**config.mk**
```make
export PLATFORM = sky130hd
export DESIGN_NAME = ram_fifo_ctrl_flat
export DESIGN_NICKNAME = d
export VERILOG_FILES = /design/src/rtl/ram_fifo_ctrl_pkg.sv /design/src/rtl/ram_fifo_ctrl_if.sv /design/src/rtl/my_ram.sv /design/src/rtl/ram_fifo_ctrl.sv /design/src/flat_wrapper.sv
export SDC_FILE = /design/constraint.sdc
export NUM_CORES = 1
export LEC_CHECK = 0
export CAP_MARGIN = 20
export CORE_UTILIZATION = 63
export DETAILED_ROUTE_END_ITERATION = 12
export HOLD_SLACK_MARGIN = 0.12
export MAX_ROUTING_LAYER = met4
export PLACE_DENSITY = 0.83
export SLEW_MARGIN = 20
export SYNTH_ARGS = -nofsm -noshare
export SYNTH_HDL_FRONTEND = slang
export SYNTH_SLANG_ARGS = --single-unit
export TNS_END_PERCENT = 1
```
**constraint.sdc**
```tcl
create_clock -name clock -period 4.6 [get_ports clock]
set_clock_uncertainty 0.15 [all_clocks]
set_input_delay 0.92 -clock clock [delete_from_list [all_inputs] [get_ports clock]]
set_output_delay 0.92 -clock clock [all_outputs]
set_load 0.02 [all_outputs]
```
**src/rtl/ram_fifo_ctrl_pkg.sv**
```systemverilog
// Shared types and default widths for the RAM-backed FIFO controller.
package ram_fifo_ctrl_pkg;

    localparam int DEF_DATA_WIDTH = 8;
    localparam int DEF_ADDR_WIDTH = 4;

    typedef enum logic {
        ST_EMPTY = 1'b0,
        ST_VALID = 1'b1
    } out_state_t;

endpackage

```
**src/rtl/ram_fifo_ctrl_if.sv**
```systemverilog
// Producer/consumer handshake bundle for ram_fifo_ctrl.
interface ram_fifo_ctrl_if
    import ram_fifo_ctrl_pkg::*;
#(
    parameter int DATA_WIDTH = DEF_DATA_WIDTH,
    parameter int ADDR_WIDTH = DEF_ADDR_WIDTH
);
    logic                  flush;
    logic [DATA_WIDTH-1:0] in_data;
    logic                  in_valid;
    logic                  in_ready;
    logic [DATA_WIDTH-1:0] out_data;
    logic                  out_valid;
    logic                  out_ready;
    logic [ADDR_WIDTH:0]   level;
    logic                  full;
    logic                  empty;

    modport master (
        output flush, in_data, in_valid, out_ready,
        input  in_ready, out_data, out_valid, level, full, empty
    );

    modport slave (
        input  flush, in_data, in_valid, out_ready,
        output in_ready, out_data, out_valid, level, full, empty
    );
endinterface

```
**src/rtl/my_ram.sv**
```systemverilog
// Simple dual-port RAM: port A writes, port B reads with a registered output.
module my_ram #(
    parameter int DATA_WIDTH = 8,
    parameter int ADDR_WIDTH = 4
) (
    input  logic                  clka,
    input  logic                  ena,
    input  logic                  wea,
    input  logic [ADDR_WIDTH-1:0] addra,
    input  logic [DATA_WIDTH-1:0] dina,
    input  logic                  clkb,
    input  logic                  enb,
    input  logic [ADDR_WIDTH-1:0] addrb,
    output logic [DATA_WIDTH-1:0] doutb
);
    logic [DATA_WIDTH-1:0] r_mem [2**ADDR_WIDTH];

    always_ff @(posedge clka) begin
        if (ena && wea) begin
            r_mem[addra] <= dina;
        end
    end

    always_ff @(posedge clkb) begin
        if (enb) begin
            doutb <= r_mem[addrb];
        end
    end
endmodule

```
**src/rtl/ram_fifo_ctrl.sv**
```systemverilog
// FIFO controller over a dual-port RAM; the RAM read register is the output stage.
module ram_fifo_ctrl
    import ram_fifo_ctrl_pkg::*;
#(
    parameter int DATA_WIDTH = DEF_DATA_WIDTH,
    parameter int ADDR_WIDTH = DEF_ADDR_WIDTH
) (
    input  logic           clock,
    input  logic           reset_n,
    ram_fifo_ctrl_if.slave bus
);
    localparam logic [ADDR_WIDTH:0] DEPTH_C = {1'b1, {ADDR_WIDTH{1'b0}}};
    localparam logic [ADDR_WIDTH:0] ZERO_C  = '0;

    out_state_t            r_state;
    logic                  r_out_valid;
    logic [ADDR_WIDTH-1:0] r_wr_ptr;
    logic [ADDR_WIDTH-1:0] r_rd_ptr;
    logic [ADDR_WIDTH:0]   r_cnt;

    logic                  w_full;
    logic                  w_in_ready;
    logic                  w_push;
    logic                  w_pop;
    logic                  w_has;
    logic                  w_rd;
    logic [DATA_WIDTH-1:0] w_rd_data;

    assign w_full     = (r_cnt == DEPTH_C);
    assign w_in_ready = !w_full && !bus.flush;
    assign w_push     = bus.in_valid && w_in_ready;
    assign w_pop      = r_out_valid && bus.out_ready && !bus.flush;
    assign w_has      = (r_cnt != ZERO_C);
    // Refill the output register when it is empty or being consumed.
    assign w_rd       = !bus.flush && w_has &&
                        ((r_state == ST_EMPTY) || w_pop);

    assign bus.in_ready  = w_in_ready;
    assign bus.full      = w_full;
    assign bus.out_valid = r_out_valid;
    assign bus.out_data  = w_rd_data;
    assign bus.level     = r_cnt + {{ADDR_WIDTH{1'b0}}, r_out_valid};
    assign bus.empty     = (bus.level == ZERO_C);

    always_ff @(posedge clock or negedge reset_n) begin
        if (!reset_n) begin
            r_wr_ptr <= '0;
            r_rd_ptr <= '0;
            r_cnt    <= '0;
        end else if (bus.flush) begin
            r_wr_ptr <= '0;
            r_rd_ptr <= '0;
            r_cnt    <= '0;
        end else begin
            if (w_push) begin
                r_wr_ptr <= r_wr_ptr + 1'b1;
            end
            if (w_rd) begin
                r_rd_ptr <= r_rd_ptr + 1'b1;
            end
            unique case ({w_push, w_rd})
                2'b10:   r_cnt <= r_cnt + 1'b1;
                2'b01:   r_cnt <= r_cnt - 1'b1;
                default: r_cnt <= r_cnt;
            endcase
        end
    end

    always_ff @(posedge clock or negedge reset_n) begin
        if (!reset_n) begin
            r_state     <= ST_EMPTY;
            r_out_valid <= 1'b0;
        end else if (bus.flush) begin
            r_state     <= ST_EMPTY;
            r_out_valid <= 1'b0;
        end else begin
            unique case (r_state)
                ST_EMPTY: begin
                    if (w_has) begin
                        r_state     <= ST_VALID;
                        r_out_valid <= 1'b1;
                    end
                end
                ST_VALID: begin
                    if (w_pop && !w_has) begin
                        r_state     <= ST_EMPTY;
                        r_out_valid <= 1'b0;
                    end
                end
                default: begin
                    r_state     <= ST_EMPTY;
                    r_out_valid <= 1'b0;
                end
            endcase
        end
    end

    my_ram #(
        .DATA_WIDTH (DATA_WIDTH),
        .ADDR_WIDTH (ADDR_WIDTH)
    ) u_ram (
        .clka  (clock),
        .ena   (1'b1),
        .wea   (w_push),
        .addra (r_wr_ptr),
        .dina  (bus.in_data),
        .clkb  (clock),
        .enb   (w_rd),
        .addrb (r_rd_ptr),
        .doutb (w_rd_data)
    );
endmodule

```
**src/flat_wrapper.sv**
```systemverilog
// flat-port wrapper written by rule: the top's interface ports become plain ports
module ram_fifo_ctrl_flat import ram_fifo_ctrl_pkg::*;
#(
    parameter int DATA_WIDTH = DEF_DATA_WIDTH,
    parameter int ADDR_WIDTH = DEF_ADDR_WIDTH
)
  (clock, reset_n, bus_flush, bus_in_data, bus_in_valid, bus_out_ready, bus_in_ready, bus_out_data, bus_out_valid, bus_level, bus_full, bus_empty);
  ram_fifo_ctrl_if #(.DATA_WIDTH(DATA_WIDTH), .ADDR_WIDTH(ADDR_WIDTH)) bus_i ();
  input  logic clock;
  input  logic reset_n;
  input wire logic [$bits(bus_i.flush)-1:0] bus_flush;
  input wire logic [$bits(bus_i.in_data)-1:0] bus_in_data;
  input wire logic [$bits(bus_i.in_valid)-1:0] bus_in_valid;
  input wire logic [$bits(bus_i.out_ready)-1:0] bus_out_ready;
  output wire logic [$bits(bus_i.in_ready)-1:0] bus_in_ready;
  output wire logic [$bits(bus_i.out_data)-1:0] bus_out_data;
  output wire logic [$bits(bus_i.out_valid)-1:0] bus_out_valid;
  output wire logic [$bits(bus_i.level)-1:0] bus_level;
  output wire logic [$bits(bus_i.full)-1:0] bus_full;
  output wire logic [$bits(bus_i.empty)-1:0] bus_empty;
  assign bus_i.flush = bus_flush;
  assign bus_i.in_data = bus_in_data;
  assign bus_i.in_valid = bus_in_valid;
  assign bus_i.out_ready = bus_out_ready;
  assign bus_in_ready = bus_i.in_ready;
  assign bus_out_data = bus_i.out_data;
  assign bus_out_valid = bus_i.out_valid;
  assign bus_level = bus_i.level;
  assign bus_full = bus_i.full;
  assign bus_empty = bus_i.empty;
  ram_fifo_ctrl #(.DATA_WIDTH(DATA_WIDTH), .ADDR_WIDTH(ADDR_WIDTH)) u_core (.clock(clock), .reset_n(reset_n), .bus(bus_i));
endmodule
```
## Yosys cells after proc, flatten, opt, wreduce, memory -nomap -nowiden

Memories as Yosys holds them, arrays and structs flattened. A register that Yosys moved wholly into a read port is not among the register bits.
Index checks and enable logic that the tools add are counted.

- Flip-flop bits (word level): 15
- Bits in latches: 0
- Bits in writable memories: 128
- Memory bits (read-only): 0
- Input port bits: 13
- Output and inout port bits: 17
- Logic and storage cells: 50
- Memories kept: 1

- Add/sub/neg operators: 5
- $mul: 0
- Div/mod/pow operators: 0
- Magnitude comparators: 0
- Eq/ne operators: 5
- Shift-type cells: 0
- Multiplexer cells: 16
- Bitwise operators: 1
- Reductions and logical operators: 17

Memories:

| memory | depth | width | rd ports | clocked after memory_dff | write ports | RTL line | RTL |
|---|---|---|---|---|---|---|---|
| u_core.u_ram.r_mem | 16 | 8 | 1 | 1 | 1 | my_ram.sv:16 | `logic [DATA_WIDTH-1:0] r_mem [2**ADDR_WIDTH];` |

Operator list:

| kind | number |
|---|---|
| 2-to-1 mux 4 bit | 4 |
| case mux 5 bit (2 select lines) | 1 |
| adder 4 x 1 -> 4 bit (second input constant) | 2 |
| 2-to-1 mux 1 bit | 8 |
| logical AND 1 bit | 7 |
| adder 5 x 1 -> 5 bit | 1 |
| adder 5 x 1 -> 5 bit (second input constant) | 1 |
| equality test 5 bit (second input constant) | 1 |
| logical NOT 5 bit | 1 |
| 2-to-1 mux 5 bit | 1 |
| nonzero test 5 bit | 1 |
| subtractor 5 x 1 -> 5 bit (second input constant) | 1 |
| case mux 1 bit (2 select lines) | 2 |
| nonzero test 2 bit | 2 |
| logical NOT 1 bit | 3 |
| != test 3 x 2 -> 1 bit (second input constant) | 1 |
| != test 3 bit (second input constant) | 1 |
| nonzero test 3 bit | 1 |
| equality test 2 x 1 -> 1 bit (second input constant) | 1 |
| equality test 2 bit (second input constant) | 1 |
| AND reduction 2 bit | 1 |
| logical OR 1 bit | 1 |
| NOT 1 bit | 1 |

## Logic depth before layout (Yosys ltp)

- Depth in word-level cells: 7
- Gate-level depth with buffers: 11
- Depth with buffers taken out: 9

## Modules after synthesis

Synthesis repeated with hierarchy kept, for this count alone.

- Cells, all modules: 325
- Area, all modules: 6199.7 um^2

Modules (own cells, without submodules):

| module | times used | cells each | area each (um^2) | seq. area each (um^2) |
|---|---|---|---|---|
| my_ram | 1 | 230 | 5232.5 | 4083.9 |
| ram_fifo_ctrl | 1 | 95 | 967.2 | 375.4 |

## Worst setup path before layout

No wires, ideal clock.

- Path kind: input port to flip-flop
- Start point: input port bus_out_ready
- End point: register u_core.r_cnt[4]
- Library setup time: 125 ps
- Data arrival time: 3261 ps
- Required time: 4325 ps
- Setup slack: 1064 ps
- Cell stages on the path: 10
- Buffers on the path: 1
- Cells stage by stage: a21boi_0 a211oi_2 and2_1 buf_6 xor2_1 ha_1 or3_1 a21oi_1 a21oi_2 mux2_4

- Longest elaborated chain between the ends: 7
- Elaborated cells on any way between the ends: 9
- Those cells by class: eq/ne: 2; mux: 2; reduce/logical: 5

RTL lines:

| item | RTL line | RTL |
|---|---|---|
| from (decl) | flat_wrapper.sv:14 | `input wire logic [$bits(bus_i.out_ready)-1:0] bus_out_ready;` |
| logical AND 1 bit (*) (2 in a row) | ram_fifo_ctrl.sv:32 | `assign w_pop = r_out_valid && bus.out_ready && !bus.flush;` |
| logical OR 1 bit (*) | ram_fifo_ctrl.sv:36 | `((r_state == ST_EMPTY) \|\| w_pop);` |
| logical AND 1 bit (*) | ram_fifo_ctrl.sv:35 | `assign w_rd = !bus.flush && w_has &&` |
| named net u_core.u_ram.enb | my_ram.sv:12 | `input logic enb,` |
| equality test 2 x 1 -> 1 bit / equality test 2 bit (equally long branches) | ram_fifo_ctrl.sv:61 | `unique case ({w_push, w_rd})` |
| case mux 5 bit (2 select lines) | ram_fifo_ctrl.sv:61 |  |
| 2-to-1 mux 5 bit | ram_fifo_ctrl.sv:50 | `end else if (bus.flush) begin` |
| to (signal assigned) | ram_fifo_ctrl.sv:62 | `2'b10: r_cnt <= r_cnt + 1'b1;` |
| to (signal assigned) | ram_fifo_ctrl.sv:63 | `2'b01: r_cnt <= r_cnt - 1'b1;` |
| to (signal assigned) | ram_fifo_ctrl.sv:64 | `default: r_cnt <= r_cnt;` |
| to (decl) | ram_fifo_ctrl.sv:19 | `logic [ADDR_WIDTH:0] r_cnt;` |

Mark *: on every way through the listed nets, which the timed path passes. The rest lies on a longest branch.
A chain may end at the register's enable or synchronous reset.

## Worst setup path in the final report

- Start point: register u_core.r_cnt[0]
- End point: output port bus_empty

- Longest elaborated chain between the ends: 2

RTL lines:

| item | RTL line | RTL |
|---|---|---|
| adder 5 x 1 -> 5 bit | ram_fifo_ctrl.sv:42 | `assign bus.level = r_cnt + {{ADDR_WIDTH{1'b0}}, r_out_valid};` |
| logical NOT 5 bit | ram_fifo_ctrl.sv:43 | `assign bus.empty = (bus.level == ZERO_C);` |
| to (decl) | flat_wrapper.sv:20 | `output wire logic [$bits(bus_i.empty)-1:0] bus_empty;` |

No other way between the ends.

==> flow_summary.ini <==
[status]
status = finished, final reports clean

[clock_tree]
post_cts_buffers = 0
postCtsHoldBufs = 0
htreeDepth = 4
clkTransAtPathRegs_ns = 0.07
cts-buffers-inserted = 17
clkSinkCount = 151
cts_root_buf = clkbuf_8
clock_path_buffers = 2
cts_tree = yes
clock_latency_ns = 0.52
ctsResizeCount = 0

[critical_path]
slowest_stage = clkdlybuf4s50_1
critPathMaxFanout = 8
slowest_delay_ns = 0.63
worst_setup_path_end_kind = output pin
critical_path_class = flop to output pin
crit_arrival_ns = 2.71
worstPathRequired_ns = 3.53
path_buf_inv = 1
crit_chain = ha_1 > ha_1 > xor2_1 > or3_1 > nor3_1 > clkdlybuf4s50_1
crit_top_cell = ha_1
crit_family = buffers and inverters
startpoint_type = flop

[routing]
drt-total-wl_um = 12100
remaining_drc_errors = 0
viasPerCell = 6.25
wire_per_inst_um = 24.5
firstDrtPassIters = 7
antenna_left = 0
vias = 3100
drt_iter0_markers = 274

[sta]
hold-worst-slack_ns = 0.352
slew_headroom_pct = 45.8
min_period_ns = 3.78
worst_pin_slew_ns = 0.813
drv_slew = 0
fin_tns_setup_ns = 0
setup_viol = 0
fin_crit_sh_pct = 82.2
max_freq_ghz = 0.265
finalHoldViolations = 0
rsz0062_at_grt = no

[power]
p_per_area_nw_per_um2 = 556
finalPower_mw = 3.99
p_leak_nw = 2.39
vdd_drop_max_mv = 0.510

[cells_and_area]
area_delta_synth_final_pct = 15.6
fillers = 498
drive_gt1_share_pct = 22.9
nNetsFinal = 376
antenna_cells = 0

[synth]
synth_ff_type = edfxtp_1
synth-edff-count = 136
mappedNetlistArea_um2 = 6210
yosysUniqueCellTypes = 41
ys_async_sr_fraction_pct = 9.93
yosys_warnings = 0
netlist_instances = 318
avgSynthCellArea_um2 = 19.5
ys_ff_latch = 151
syn_nets = 340
ys_seq_area_share_pct = 71.8

[global_route]
grt_pass1_vias = 3164
antenna_found_initial = 0
grt.total_usage_pct = 28.2
grt_pass1_wl_um = 18800
grt.overflow.total = 0
grt_max_degree = 36

[run]
cap_violations = 0

[floorplan]
start_util_pct = 66.0
die-area_um2 = 10300
core_um2 = 9420
die_y_um = 101
ios = 30
die_w_um = 101
rows = 35

[place]
portBuffers = 29
hpwl_um = 7440
gp_congestion = 0.907

[worst_hold_path]
hold_class = flop to flop
==> final cells by class <==
type,instances,area [um2],area share (%)
Tap cell,129,161,2.25
Multi-Input combinational cell,145,1650,23.0
Clock buffer,17,414,5.77
Clock inverter,15,150,2.09
Timing Repair Buffer,34,328,4.56
Inverter,5,18.8,0.261
Sequential cell,151,4460,62.1
==> per-layer routing <==
metal / share of wire [%] / global-route usage [%]
met3: 7.6 / 6.14
met2: 51 / 42.4
met5: 0 / -
met1: 40 / 38.7
met4: 0.68 / 10.3
==> Yosys cell counts, drive strengths merged, types with 3 or more instances <==
| master | instances | area [um2] |
|---|---|---|
| inv | 5 | 18.8 |
| clkbuf | 10 | 40.0 |
| nand2 | 7 | 26.3 |
| mux4 | 40 | 901 |
| xor2 | 8 | 70.1 |
| and3 | 4 | 25.0 |
| nor2 | 19 | 71.3 |
| nor3 | 3 | 15.0 |
| xnor2 | 4 | 35.0 |
| nor4 | 3 | 25.0 |
| ha | 9 | 113 |
| dfrtp | 15 | 375 |
| edfxtp | 136 | 4080 |
| buf | 7 | 46.3 |
| and2 | 14 | 87.6 |
| nand3 | 5 | 25.0 |
| a21oi | 4 | 23.8 |
==> stage by stage <==
step / utilization, % / instance area, um2 / instances / worst slack (ns)
final: 76.3 / 7180 / 496 / 0.820
after detailed placement: 70.3 / 6620 / 464 / 0.961
after CTS: 76.3 / 7180 / 496 / 0.791
after global placement: 70.3 / 6620 / 464 / 1.07
after global routing: 76.3 / 7180 / 496 / 0.695
after floorplan: - / 6210 / 318 / 1.06
==> placed cells by master (no fill, tap or decap), types with 5 or more instances in the layout <==
master,netlist,routed
inv_1,5,5
mux4_2,40,40
xor2_1,8,8
nand3_1,5,5
buf_4,0,5
clkdlybuf4s50_1,0,29
nor2_1,19,19
dfrtp_1,15,14
ha_1,9,9
clkbuf_16,0,16
and2_1,14,14
nand2_1,7,7
edfxtp_1,136,136
==> power breakdown <==
group	internal (mW)	switching, mW	total [mW]
logic	0.496	0.460	0.955
registers	1.59	0.129	1.71
clock network	0.773	0.550	1.32
total	2.85	1.14	3.99
==> path summary, 6_finish.rpt <==
check                                start                   end  slack [ns]  cells past startpoint
min                         u_core.r_state  u_core.bus.out_valid        0.35                      1
max reg2reg                u_core.r_cnt[2]       u_core.r_cnt[4]        1.40                      9
min in group asynchronous          reset_n       u_core.r_cnt[2]        0.68                      1
max in group asynchronous          reset_n    u_core.r_rd_ptr[0]        3.10                      1
max                        u_core.r_cnt[0]             bus_empty        0.82                      6
min reg2reg                 u_core.r_state  u_core.bus.out_valid        0.35                      1
==> state kept, by name (all words and copies together) (netlist names) <==
name                  cells
u_core.u_ram.r_mem      128
u_core.u_ram.doutb        8
u_core.r_cnt              5
u_core.r_rd_ptr           4
u_core.r_wr_ptr           4
u_core.bus.out_valid      1
u_core.r_state            1
==> logic make-up (layout without fill, tap and decap cells) <==
| family | count (synthesis) | in the layout | synth area share, % |
|---|---|---|---|
| flops | 151 | 151 | 71.8 |
| simple gates | 63 | 63 | 5.42 |
| mux | 44 | 44 | 15.3 |
| buf+inv | 22 | 71 | 1.69 |
| compound gates | 17 | 17 | 2.32 |
| xor+xnor | 12 | 12 | 1.69 |
| fa+ha+maj | 9 | 9 | 1.81 |
(Power assumes the default switching activity.)
